$ cat config.mk
export PLATFORM = sky130hd
export DESIGN_NAME = data_mem_arbiter
export DESIGN_NICKNAME = d
export VERILOG_FILES = /design/src/rtl/data_mem_arb_pkg.sv /design/src/rtl/data_mem_arb_pick.sv /design/src/rtl/data_mem_arbiter.sv
export SDC_FILE = /design/constraint.sdc
export NUM_CORES = 1
export LEC_CHECK = 0
export CAP_MARGIN = 10
export CORE_UTILIZATION = 39
export DETAILED_ROUTE_END_ITERATION = 7
export GPL_ROUTABILITY_DRIVEN = 0
export PLACE_DENSITY = 0.78
export SLEW_MARGIN = 20
export SYNTH_ARGS = -nofsm -noshare
export SYNTH_HDL_FRONTEND = slang
export SYNTH_HIERARCHICAL = 1
export SYNTH_SLANG_ARGS = --single-unit
$ cat constraint.sdc
create_clock -name clk -period 1.68 [get_ports clk]
set_input_delay 0.168 -clock clk [delete_from_list [all_inputs] [get_ports clk]]
set_output_delay 0.168 -clock clk [all_outputs]
set_load 0.03 [all_outputs]
$ cat src/rtl/data_mem_arb_pkg.sv
// Shared types for the two-port data memory arbiter: FSM states and port index.
// Combinational definitions only; no latency or backpressure of its own.
package data_mem_arb_pkg;

    typedef enum logic [1:0] {
        IDLE  = 2'd0,
        ISSUE = 2'd1,
        RESP  = 2'd2
    } arb_state_t;

    typedef logic port_idx_t;

    localparam port_idx_t PORT0 = 1'b0;
    localparam port_idx_t PORT1 = 1'b1;

endpackage

$ cat src/rtl/data_mem_arb_pick.sv
// Winner selection for two requesters; round-robin when DATA_MEM_ARB_RR_EN is defined, else port 0 priority.
// Purely combinational, zero latency.
// No backpressure: the caller only samples winner when it is ready to arbitrate.
module data_mem_arb_pick
    import data_mem_arb_pkg::*;
(
    input  logic      req0,
    input  logic      req1,
    input  port_idx_t last,
    output port_idx_t winner
);

`ifdef DATA_MEM_ARB_RR_EN
    always_comb begin
        winner = PORT0;
        if (req0 && req1)
            winner = (last == PORT0) ? PORT1 : PORT0;
        else if (req1)
            winner = PORT1;
    end
`else
    logic unused_last;
    assign unused_last = last;

    always_comb begin
        winner = PORT0;
        if (!req0 && req1)
            winner = PORT1;
    end
`endif

endmodule

$ cat src/rtl/data_mem_arbiter.sv
// Two-port arbiter in front of a single data memory; DATA_MEM_ARB_RR_EN selects round-robin arbitration.
// Latency: req sampled N, gnt N+1, rvalid N+2; next arbitration N+3 after a read, N+2 after a write.
// Backpressure: requesters hold req/payload until gnt; ports are only sampled in IDLE.
module data_mem_arbiter
    import data_mem_arb_pkg::*;
#(
    parameter int ADDR_LENGTH = 32,
    parameter int DATA_LENGTH = 32,
    parameter int MEM_WORDS   = 32
) (
    input  logic                   clk,
    input  logic                   rst_n,
    input  logic                   req0,
    input  logic                   we0,
    input  logic [ADDR_LENGTH-1:0] addr0,
    input  logic [DATA_LENGTH-1:0] wdata0,
    input  logic                   req1,
    input  logic                   we1,
    input  logic [ADDR_LENGTH-1:0] addr1,
    input  logic [DATA_LENGTH-1:0] wdata1,
    output logic                   gnt0,
    output logic                   gnt1,
    output logic                   rvalid0,
    output logic                   rvalid1,
    output logic [DATA_LENGTH-1:0] rdata0,
    output logic [DATA_LENGTH-1:0] rdata1,
    output logic                   mem_read,
    output logic                   mem_write,
    output logic [ADDR_LENGTH-1:0] mem_addr,
    output logic [DATA_LENGTH-1:0] mem_wdata,
    input  logic [DATA_LENGTH-1:0] mem_rdata
);

    arb_state_t             state_q, state_d;
    port_idx_t              win_q, last_q, winner;
    logic                   we_q;
    logic [ADDR_LENGTH-1:0] addr_q;
    logic [DATA_LENGTH-1:0] wdata_q;
    logic [DATA_LENGTH-1:0] rdata0_q, rdata1_q;
    logic                   in_range;
    logic [DATA_LENGTH-1:0] rd_val;

    data_mem_arb_pick u_pick (
        .req0   (req0),
        .req1   (req1),
        .last   (last_q),
        .winner (winner)
    );

    assign in_range = (addr_q < ADDR_LENGTH'(MEM_WORDS));
    // Out-of-range reads never strobed the memory, so return zero instead of stale mem_rdata.
    assign rd_val   = in_range ? mem_rdata : '0;

    always_ff @(posedge clk) begin
        if (!rst_n) begin
            state_q  <= IDLE;
            win_q    <= PORT0;
            last_q   <= PORT0;
            we_q     <= 1'b0;
            addr_q   <= '0;
            wdata_q  <= '0;
            rdata0_q <= '0;
            rdata1_q <= '0;
        end else begin
            state_q <= state_d;
            if (state_q == IDLE && (req0 || req1)) begin
                win_q   <= winner;
                last_q  <= winner;
                we_q    <= (winner == PORT1) ? we1    : we0;
                addr_q  <= (winner == PORT1) ? addr1  : addr0;
                wdata_q <= (winner == PORT1) ? wdata1 : wdata0;
            end
            if (state_q == RESP) begin
                if (win_q == PORT1)
                    rdata1_q <= rd_val;
                else
                    rdata0_q <= rd_val;
            end
        end
    end

    always_comb begin
        state_d   = state_q;
        gnt0      = 1'b0;
        gnt1      = 1'b0;
        rvalid0   = 1'b0;
        rvalid1   = 1'b0;
        rdata0    = rdata0_q;
        rdata1    = rdata1_q;
        mem_read  = 1'b0;
        mem_write = 1'b0;
        mem_addr  = '0;
        mem_wdata = '0;
        case (state_q)
            IDLE: begin
                if (req0 || req1)
                    state_d = ISSUE;
            end
            ISSUE: begin
                gnt0      = (win_q == PORT0);
                gnt1      = (win_q == PORT1);
                mem_addr  = addr_q;
                mem_wdata = wdata_q;
                mem_read  = !we_q && in_range;
                mem_write = we_q && in_range;
                state_d   = we_q ? IDLE : RESP;
            end
            RESP: begin
                // Read data is presented in the same cycle as rvalid, then held in the port register.
                if (win_q == PORT1) begin
                    rvalid1 = 1'b1;
                    rdata1  = rd_val;
                end else begin
                    rvalid0 = 1'b1;
                    rdata0  = rd_val;
                end
                state_d = IDLE;
            end
            default: state_d = IDLE;
        endcase
    end

endmodule

# Yosys cells after proc, flatten, opt, wreduce, memory -nomap -nowiden
# Index checks and enable logic that the tools add are counted.
dict set report op_classes {
  order_cmp 1
  n_eq_ne 3
  mux 22
  bitwise_logic 1
  reduce_logical 8
}
# operator count
set ops {}
lappend ops {{$mux 32} 9}
lappend ops {{$lt 32x6->1 const B} 1}
lappend ops {{$mux 1} 10}
lappend ops {{$logic_and 1x1->1} 4}
lappend ops {{$mux 2} 2}
lappend ops {{$pmux 2 s2} 1}
lappend ops {{$eq 2x1->1 const B} 1}
lappend ops {{$eq 2x2->1 const B} 1}
lappend ops {{$logic_not 1->1} 2}
lappend ops {{$logic_not 2->1} 1}
lappend ops {{$ne 2x1->1 const B} 1}
lappend ops {{$logic_or 1x1->1} 1}
lappend ops {{$not 1->1} 1}
dict set report word_totals {
  regBits 132
  inputBits 166
  out_inout_bits 134
  elab_cells 42
}

# Longest topological paths before layout
# Gate-level depths: netlist (run 1).
dict set report depth {
  ltp_word 4
  mapped_depth 7
  depth_no_buf 5
}

# By module
# Netlist (run 1), hierarchy kept.
# mod n_inst cells_each area_per_inst_um2 seq_area_each_um2
set modules_own_cells {}
lappend modules_own_cells {data_mem_arbiter 1 790 6797.8 2642.5}
lappend modules_own_cells {data_mem_arb_pick 1 1 13.8 0.0}

# Least setup slack after synthesis (run 1)
# Ideal clock, no wire load.
dict set report synth_timing {
  path_kind {register -> output}
  startpoint {register addr_q[17]}
  endpoint {output port rdata1[23]}
  arrival_ns 2.072
  required_ns 1.512
  path_slack_ns -0.560
  path_stages_with_launch 7
  path_buffers 2
  cell_sequence {dfxtp_1 -> or4_4 -> nor2_4 -> nand3_2 -> buf_6 -> buf_2 -> o21ai_0}
}
dict set report synth_between {
  elab_chain_len 4
}
# element line_no
set synth_lines {}
lappend synth_lines {{start: declaration} data_mem_arbiter.sv:37} ;# logic [ADDR_LENGTH-1:0] addr_q;
lappend synth_lines {{start signal: assignment} data_mem_arbiter.sv:70} ;# addr_q <= (winner == PORT1) ? addr1 : addr0;
lappend synth_lines {{$lt 32x6->1} data_mem_arbiter.sv:50} ;# assign in_range = (addr_q < ADDR_LENGTH'(MEM_WORDS));
lappend synth_lines {{$mux 32} data_mem_arbiter.sv:52} ;# assign rd_val = in_range ? mem_rdata : '0;
lappend synth_lines {{$mux 32} --}
lappend synth_lines {{$mux 32} data_mem_arbiter.sv:94} ;# case (state_q)
lappend synth_lines {{end: declaration} data_mem_arbiter.sv:26} ;# output logic [DATA_LENGTH-1:0] rdata1,
# Every way passes these cells.

# Final worst setup path (run 1)
dict set report layout_timing {
  startpoint {register addr_q[20]}
  endpoint {output port rdata1[4]}
}
# Same word-level chain as after synthesis.

==> metrics.csv, run 1 <==
metric;value;unit
worstSetupPathType;flip-flop to output pin;
power_density;757;nW/um^2
die_area;18000;sq um
ant_nets;0;
cp.required;1.51;ns
io_buffers;299;
critPathCaptureType;output pin;
multi_input_area;4670;sq um
postSynthAreaPerCell;8.61;sq um
clkTransAtPathRegs;0.06;ns
ys_warn_count;6;
tns;-63.01;ns
wl_per_cell;18.7;um
power.total;9500;uW
postSynthCellCount;791;
synth.distinct_cells;28;
antenna_found_initial;3;
firstDrtPassIters;7;
p_comb_share;22.9;%
remaining_drc_errors;0;
drt_iter0_drc;332;
die_h;134;um
drt_wl_total;25500;um
fmax;411;MHz
slew_violations;0;
hold_buffers;0;
grt_use_total;27.2;%
failed_checks;setup timing;
max-clock-path-buffers;2;
hpwlAfterDp;16300;um
cts.sinks;132;
internal_power;7010;uW
synthArstFlopShare;0;%
worst_slew_pin_slew;0.485;ns
drv_cap;0;
irDropWorstVdd;0.000756;V
r2r-end;rdata1_q[4];
seq_area_frac_synth;38.8;%
seq_area;2650;sq um
clk_latency;0.42;ns
min_period;2.43;ns
initial_core_util;40.5;%
power.switching;2490;uW
finClkSkew;0.00953;ns
ff2ff_setup_slack;-0.34;ns
syn_to_final_growth;84.3;%
status;complete, but fails checks;
cts_buffers;17;
fin_ws;-0.751;ns
via_count;7268;
hold_end;rdata1_q[1];
fin_nets;1294;
pwr-share-seq;36.3;%
hold_depth;3;
synth_edf_count;0;
setup_violations;192;
worst_setup_path_start_kind;flip-flop;
r2r-start;addr_q[20];
synth_nets;957;
finalCritPeriodShare;145;%
rsz0062_at_grt;true;
grt_max_degree;59;
hold_class;input port to flip-flop;
die_w;134;um
htreeDepth;4;
cp_max_fo;37;
grt_pass1_vias;7315;
slew_headroom;67.7;%
layout-drive-gt1-share;37.6;%
syn_area;6810;sq um
ys.flop_type;dfxtp_1;
hold_start;rst_n;
num_rows;47;
clkPwrFrac;40.9;%
final_cell_mix;clkdlybuf4s50_1 (164), nand2_1 (162), dfxtp_1 (129);
layout_commonest_cell;clkdlybuf4s50_1;
via_per_inst;5.33;
grt_pass1_wl;37900;um
cts_root_buf;clkbuf_16;
swShare;26.2;%
p_leak;0.00563;uW
coreArea;16800;sq um
ios;300;
worstPathArrival;2.26;ns
ys_ff_latch;132;
grt-ovfl-total;0;
nFillCells;1193;
hold_viol_final;0;
cts_tree;yes;
reg2regPathDepth;7;
## worst max-delay path by stage
stage | startpoint | endpoint | slack [ns]
3_5_place_dp | addr_q[20] | rdata0[0] | -0.34
3_3_place_gp | addr_q[8] | rdata0[31] | -0.30
5_1_grt | addr_q[20] | rdata1[4] | -0.82
6_report | addr_q[20] | rdata1[4] | -0.75
4_1_cts | addr_q[20] | rdata1[4] | -0.75
2_1_floorplan | addr_q[20] | mem_read | -0.13
## flip-flops by register name, indices dropped and copies added (netlist names)
| name | count |
|---|---|
| rdata0_q | 32 |
| state_q | 2 |
| addr_q | 32 |
| wdata_q | 32 |
| last_q | 1 |
| we_q | 1 |
| rdata1_q | 32 |
## power groups by stage
stage	sequential [uW]	combinational [uW]	clock, uW
detailed placement	3490	1890	0
floorplan	3470	880	0
finish	3450	2180	3880
CTS	3430	2040	3920
global placement	3480	1870	0
global route	3460	2310	4060
## what timing repair did
| item | CTS | global route |
|---|---|---|
| setup buffers | 4 | 7 |
| gates cloned | 6 | 3 |
| pin swaps | 4 | 6 |
| hold endpoints to repair | 0 | 0 |
| endpoints found under the setup margin | 195 | 196 |
| resized for setup | 104 | 97 |
## final cells by class
cell class / count / share of cell area [%]
Timing Repair Buffer: 399 / 34.5
Sequential cell: 132 / 21.1
Clock inverter: 8 / 0.977
Tap cell: 220 / 2.19
Clock buffer: 24 / 3.92
Multi-Input combinational cell: 576 / 37.2
Antenna cell: 3 / 0.0598
Inverter: 2 / 0.0797
## cell usage after synthesis, types with 4 or more instances
| cell | instances | area share (%) |
|---|---|---|
| buf_6 | 4 | 0.66 |
| nand2_1 | 163 | 9.0 |
| clkbuf_1 | 51 | 2.8 |
| nand3_1 | 64 | 4.7 |
| o31ai_1 | 6 | 0.66 |
| o211a_1 | 65 | 9.6 |
| buf_1 | 9 | 0.50 |
| nor4_1 | 4 | 0.37 |
| and2_1 | 66 | 6.1 |
| a22o_1 | 32 | 4.1 |
| o21ai_0 | 64 | 4.7 |
| mux2i_1 | 66 | 9.7 |
| dfxtp_1 | 132 | 39 |
| buf_2 | 14 | 1.0 |
| o31ai_2 | 26 | 4.8 |
## layer usage
layer  track usage, %  vias to the layer above  part of all wire [%]
met3             8.28                       49                   7.5
met1             30.4                     3465                    38
met5                0                        -                     0
li1                 -                     3494                     -
met2             47.8                      260                    51
met4             11.6                        0                   3.1
## worst max-delay path: stages, from the launching register on
cell and delay, ns:
dfxtp_2 0.32, or4_4 0.54, nor2_4 0.16, buf_6 0.12, nand3_4 0.09, buf_12 0.23
o21ai_4 0.17, buf_4 0.18
## cells by family (layout without fill, tap and decap cells)
logic type | after synthesis | in the layout | synth area share, %
buf+inv | 83 | 433 | 5.44
compound gates | 193 | 193 | 23.8
flops | 132 | 132 | 38.8
mux | 66 | 66 | 9.70
other cells | 0 | 3 | 0
simple gates | 317 | 317 | 22.3
## metrics by stage
step / std cells / util [%] / setup slack (ns) / hold WS [ns] / instance area [sq um]
2_1_floorplan: 791 / - / -0.127 / 0.324 / 7510
3_3_place_gp: 1311 / 65.0 / -0.304 / 0.454 / 10900
3_5_place_dp: 1311 / 65.0 / -0.335 / 0.460 / 10900
4_1_cts: 1352 / 72.0 / -0.748 / 0.186 / 12100
5_1_grt: 1364 / 74.6 / -0.821 / 0.229 / 12600
6_report: 1364 / 74.6 / -0.751 / 0.211 / 12600
Power figures use the tool's default switching activity.
==> run 2, diff against run 1 <==
--- a/config.mk
+++ b/config.mk
@@ -13,5 +13,4 @@
 export SLEW_MARGIN = 20
 export SYNTH_ARGS = -nofsm -noshare
 export SYNTH_HDL_FRONTEND = slang
-export SYNTH_HIERARCHICAL = 1
 export SYNTH_SLANG_ARGS = --single-unit
==> run 2 against run 1 <==
Net effect:
- the flow still finishes with violations (setup timing)
- sequential cell count did not move
- synthesized area shrank 0.11%
- synthesized cell count grew 0.25%
- sequential power about the same
- clock skew down 0.0012 ns
- first-iteration DRC count grew 16%
- clock power fell by 3%
- count of clock-buffer cells in the layout decreased by 6
- register-to-register slack better by 0.06 ns
- combinational power about the same
- largest cell class unchanged
- largest power group unchanged
- highest routed layer unchanged
==> metrics.csv, run 2 <==
metric;value;unit
drt_wl_total;24900;um
ant_nets;0;
final_cell_mix;nand2_1 (164), clkdlybuf4s50_1 (164), dfxtp_1 (130);
cp_max_fo;29;
cts_buffers;17;
synthTopCellsByArea;dfxtp_1 (39%), mux2i_1 (9.6%), o211a_1 (9.6%);
r2r-end;rdata1_q[23];
synth_nets;959;
syn_to_final_growth;84.4;%
fin_cells;1352;
diodes;0;
worst_setup_path_start_kind;flip-flop;
synth.most_common_cell;nand2_1;
ff2ff_setup_slack;-0.28;ns
status;complete, but fails checks;
design_area;12500;sq um
fmax;423;MHz
postSynthAreaPerCell;8.58;sq um
reg2regPathDepth;7;
hold_class;input port to flip-flop;
synth_top_area_share;38.8;%
synth_edf_count;0;
io_buffers;299;
cts_root_buf;clkbuf_16;
rsz0062_at_grt;true;
clk_latency;0.42;ns
worstPathArrival;2.19;ns
drv_cap;0;
seq_area_frac_synth;38.8;%
coreArea;16800;sq um
cp.required;1.51;ns
num_rows;47;
worstSetupPathType;flip-flop to output pin;
setup_violations;186;
placed_area;10800;sq um
layout-drive-gt1-share;40.1;%
ios;300;
critPathCaptureType;output pin;
max-clock-path-buffers;2;
hold_depth;3;
hpwlAfterDp;16000;um
htreeDepth;4;
power_density;750;nW/um^2
endpoint;rdata1[23];
slew_headroom;73.1;%
remaining_drc_errors;0;
ys.flop_type;dfxtp_1;
antenna_found_initial;0;
grt_pass1_vias;6849;
die_w;134;um
irDropWorstVdd;0.000709;V
placed_cells;1301;
synthArstFlopShare;0;%
synth_commonest_cells;nand2_1 (165), dfxtp_1 (132), and2_1 (66), mux2i_1 (65), o211a_1 (65);
via_count;7215;
finClkSkew;0.00830;ns
syn_area;6800;sq um
wl_per_cell;18.4;um
clkTransAtPathRegs;0.06;ns
firstDrtPassIters;5;
grt_use_total;25.1;%
initial_core_util;40.5;%
via_per_inst;5.34;
nFillCells;1151;
dp_worst_setup_slack;-0.469;ns
finalCritPeriodShare;141;%
hold_buffers;0;
failed_checks;setup timing;
slew_violations;0;
grt_pass1_wl;35400;um
power.total;9400;uW
startpoint;addr_q[20];
grt-ovfl-total;0;
postSynthCellCount;793;
die_area;18000;sq um
ys_ff_latch;132;
die_h;134;um
cts.sinks;132;
cts_tree;yes;
p_leak;0.00563;uW
yosysTopAreaCell;dfxtp_1;
hold_viol_final;0;
fin_ws;-0.682;ns
grt_max_degree;78;
synth.distinct_cells;29;
worst_slew_pin_slew;0.403;ns
ys_warn_count;0;
min_period;2.36;ns
drt_iter0_drc;386;
fin_nets;1286;
r2r-start;addr_q[20];
run 2: cell count changes in the layout (fill, tap and decap cells not counted), sizes merged:
cell | previous run | this run
clkbuf | 27 | 26
a21oi | 0 | 1
nor2 | 4 | 5
clkinv | 2 | 5
mux2i | 66 | 65
nor2b | 4 | 3
o21a | 0 | 1
clkinvlp | 3 | 5
nand2 | 163 | 165
buf | 232 | 217
nor3 | 3 | 2
diode | 3 | 0
run 2: final cells by class:
| type | count | area (sq um) | share of cell area, % |
|---|---|---|---|
| Tap cell | 220 | 275 | 2.19 |
| Multi-Input combinational cell | 578 | 4770 | 38.0 |
| Timing Repair Buffer | 389 | 4250 | 33.9 |
| Clock buffer | 18 | 439 | 3.50 |
| Sequential cell | 132 | 2650 | 21.1 |
| Inverter | 2 | 7.51 | 0.0598 |
| Clock inverter | 13 | 160 | 1.28 |
run 2: timing repair:
| item | CTS | global route |
|---|---|---|
| gates cloned | 0 | 12 |
| resized for setup | 69 | 175 |
| buffers inserted | 0 | 9 |
| hold endpoints to repair | 0 | 0 |
| setup endpoints to repair | 197 | 186 |
| pin swaps | 2 | 72 |
run 2: critical path, stage by stage (launching register included):
cell and delay (ns):
dfxtp_2 0.32, or4_4 0.54, nor2_4 0.14, buf_4 0.12, nand3_4 0.10, buf_12 0.23, o21ai_4 0.16, buf_4 0.17
run 2: worst min path at each step:
stage                     slack (ns)        start           end
after floorplan                 0.31         req1         win_q
after global placement          0.45  rdata1_q[4]   rdata1_q[4]
after detailed placement        0.46  rdata1_q[3]   rdata1_q[3]
after CTS                       0.14        rst_n  rdata0_q[23]
after global routing            0.16        rst_n  rdata0_q[30]
final                           0.16        rst_n  rdata0_q[26]
run 2: power breakdown:
group / total, uW / internal, uW / switching [uW]
clock: 3780 / 2360 / 1420
combinational: 2170 / 1180 / 992
sequential: 3450 / 3320 / 124
run 2: cells by family (layout without fill, tap and decap cells):
family	after synthesis	count (layout)	share of synthesized area [%]
compound gates	195	195	24.0
buf+inv	83	422	5.41
flops	132	132	38.8
mux	65	65	9.56
simple gates	318	318	22.2
run 2: metal layers:
layer  global-route usage [%]  part of all wire [%]  up-vias
met3                     7.48                   7.0       30
li1                         -                     -     3478
met2                     43.6                    51      269
met4                     7.49                   1.8        0
met5                        0                     0        -
met1                     29.6                    40     3438
run 2: per-stage QoR:
step | util (%) | hold WS [ns] | TNS (ns)
CTS | 69.6 | 0.144 | -49.60
finish | 74.6 | 0.163 | -54.25
global placement | 64.5 | 0.454 | -39.06
floorplan | - | 0.309 | -4.87
detailed placement | 64.5 | 0.460 | -40.67
global route | 74.6 | 0.156 | -71.60
==> run 3, diff against run 2 <==
--- a/config.mk
+++ b/config.mk
@@ -9,7 +9,9 @@
 export CORE_UTILIZATION = 39
 export DETAILED_ROUTE_END_ITERATION = 7
 export GPL_ROUTABILITY_DRIVEN = 0
+export MAX_ROUTING_LAYER = met4
 export PLACE_DENSITY = 0.78
+export SKIP_LAST_GASP = 1
 export SLEW_MARGIN = 20
 export SYNTH_ARGS = -nofsm -noshare
 export SYNTH_HDL_FRONTEND = slang
==> run 3 against run 2 <==
Net effect:
- hold slack worse by 0.0095 ns
- largest cell class unchanged
- power about the same
- global-route usage up 0.20 points
- clock skew down 0.00084 ns
- sequential cell count unchanged
- the flow still finishes with violations (setup timing)
- non-clock buffer count up 3
- clock power about the same
==> metrics.csv, run 3 (synthesis results as in run 2) <==
metric;value;unit
status;complete, but fails checks;
failed_checks;setup timing;
cts.sinks;132;
antenna_found_initial;0;
worstSetupPathType;flip-flop to output pin;
critPathTopFamily;simple AND/OR/NAND/NOR gates;
hold_viol_final;0;
worstPathArrival;2.21;ns
diodes;0;
via_per_inst;5.40;
worst_setup_path_start_kind;flip-flop;
dr_wl_met2;12600;um
worst_slew_pin_slew;0.376;ns
fmax;421;MHz
wl_per_cell;18.5;um
drt_wl_total;25000;um
topRoutingLayerUsed;met4;
cp.required;1.51;ns
cts_tree;yes;
irDropWorstVdd;0.000739;V
drt-met1-wl;9820;um
max_stage_delay;0.35;ns
power_density;755;nW/um^2
critPathCaptureType;output pin;
dp_worst_setup_slack;-0.469;ns
htreeDepth;4;
drt_iter0_drc;403;
finalCritPeriodShare;141;%
ant_nets;0;
grt_use_total;25.3;%
path_cells;nor4_1 -> and4_4 -> buf_4 -> nand3_4 -> buf_12 -> o21ai_4 -> buf_4;
clkTransAtPathRegs;0.06;ns
fin_nets;1289;
wl_met3;1910;um
coreArea;16800;sq um
grt_pass1_vias;6836;
cp_max_fo;29;
ios;300;
die_w;134;um
tns;-60.27;ns
cts_root_buf;clkbuf_16;
power.total;9410;uW
syn_to_final_growth;83.2;%
setup_violations;194;
nFillCells;1152;
hpwlAfterDp;16000;um
hold_buffers;0;
slew_violations;0;
rsz0062_at_grt;true;
ff2ff_setup_slack;-0.30;ns
layout-drive-gt1-share;40.1;%
clk_latency;0.42;ns
path_buf_inv;3;
firstDrtPassIters;5;
grt-ovfl-total;0;
grt_max_degree;78;
cpMostUsedCell;buf_4;
die_area;18000;sq um
die_h;134;um
hold_class;input port to flip-flop;
num_rows;47;
remaining_drc_errors;0;
slew_headroom;75.0;%
cp_slowest_cell;nor4_1;
via_count;7318;
max-clock-path-buffers;2;
p_leak;0.00562;uW
cts_buffers;17;
min_period;2.37;ns
drv_cap;0;
io_buffers;299;
finClkSkew;0.00746;ns
holdWs;0.154;ns
fin_ws;-0.694;ns
initial_core_util;40.5;%
final_cell_mix;nand2_1 (164), clkdlybuf4s50_1 (164), dfxtp_1 (130);
grt_pass1_wl;34600;um
==> run 3: cell types whose count changed in the layout (fill, tap and decap cells not counted), sizes merged <==
cell      before  now
buf          217  219
clkbuf        26   27
clkinvlp       5    6
inv            2    1
==> run 3: final timing paths <==
path	from	end	cells after the start
setup / recovery	addr_q[16]	rdata1[23]	7
hold / removal	rst_n	rdata0_q[26]	3
setup reg to reg	addr_q[16]	rdata1_q[29]	7
hold reg to reg	rdata1_q[3]	rdata1_q[3]	2
==> run 3: repair_timing <==
| action | CTS | global route |
|---|---|---|
| buffers inserted | 0 | 9 |
| endpoints found under the setup margin | 197 | 186 |
| pin swaps | 0 | 23 |
| resized for setup | 5 | 208 |
| gates cloned | 0 | 14 |
==> run 3: report_power, final <==
part | internal [uW] | switching [uW] | leakage [uW] | total [uW]
Sequential | 3320 | 122 | 0.00108 | 3450
Combinational | 1180 | 995 | 0.00426 | 2180
Clock | 2360 | 1430 | 0.000280 | 3790
Total | 6860 | 2550 | 0.00562 | 9410
==> run 3: final cells by class <==
| type | instances | area [sq um] | share of cell area, % |
|---|---|---|---|
| repair buffers | 392 | 4170 | 33.4 |
| clock buffers | 18 | 439 | 3.52 |
| well taps | 220 | 275 | 2.21 |
| flip-flops and latches | 132 | 2650 | 21.2 |
| inverters | 2 | 11.3 | 0.0904 |
| clock inverters | 13 | 160 | 1.29 |
| multi-input cells | 578 | 4760 | 38.2 |
==> run 3: tightest hold or removal path, stage by stage <==
cell and delay [ns]:
buf_4 0.19, nand3_1 0.12, o21ai_2 0.05
==> run 3: metal layers <==
layer	global-route usage [%]	vias to the layer above
met5	-	-
li1	-	3488
met2	42.8	301
met4	7.80	0
met1	29.4	3478
met3	6.20	51
==> run 3: metrics by stage <==
step | instances | cell area (sq um) | utilization [%]
6_report | 1355 | 12500 | 74.1
5_1_grt | 1355 | 12500 | 74.1
4_1_cts | 1332 | 11500 | 68.2
3_5_place_dp | 1301 | 10800 | 64.5
3_3_place_gp | 1301 | 10800 | 64.5
2_1_floorplan | 793 | 7500 | -
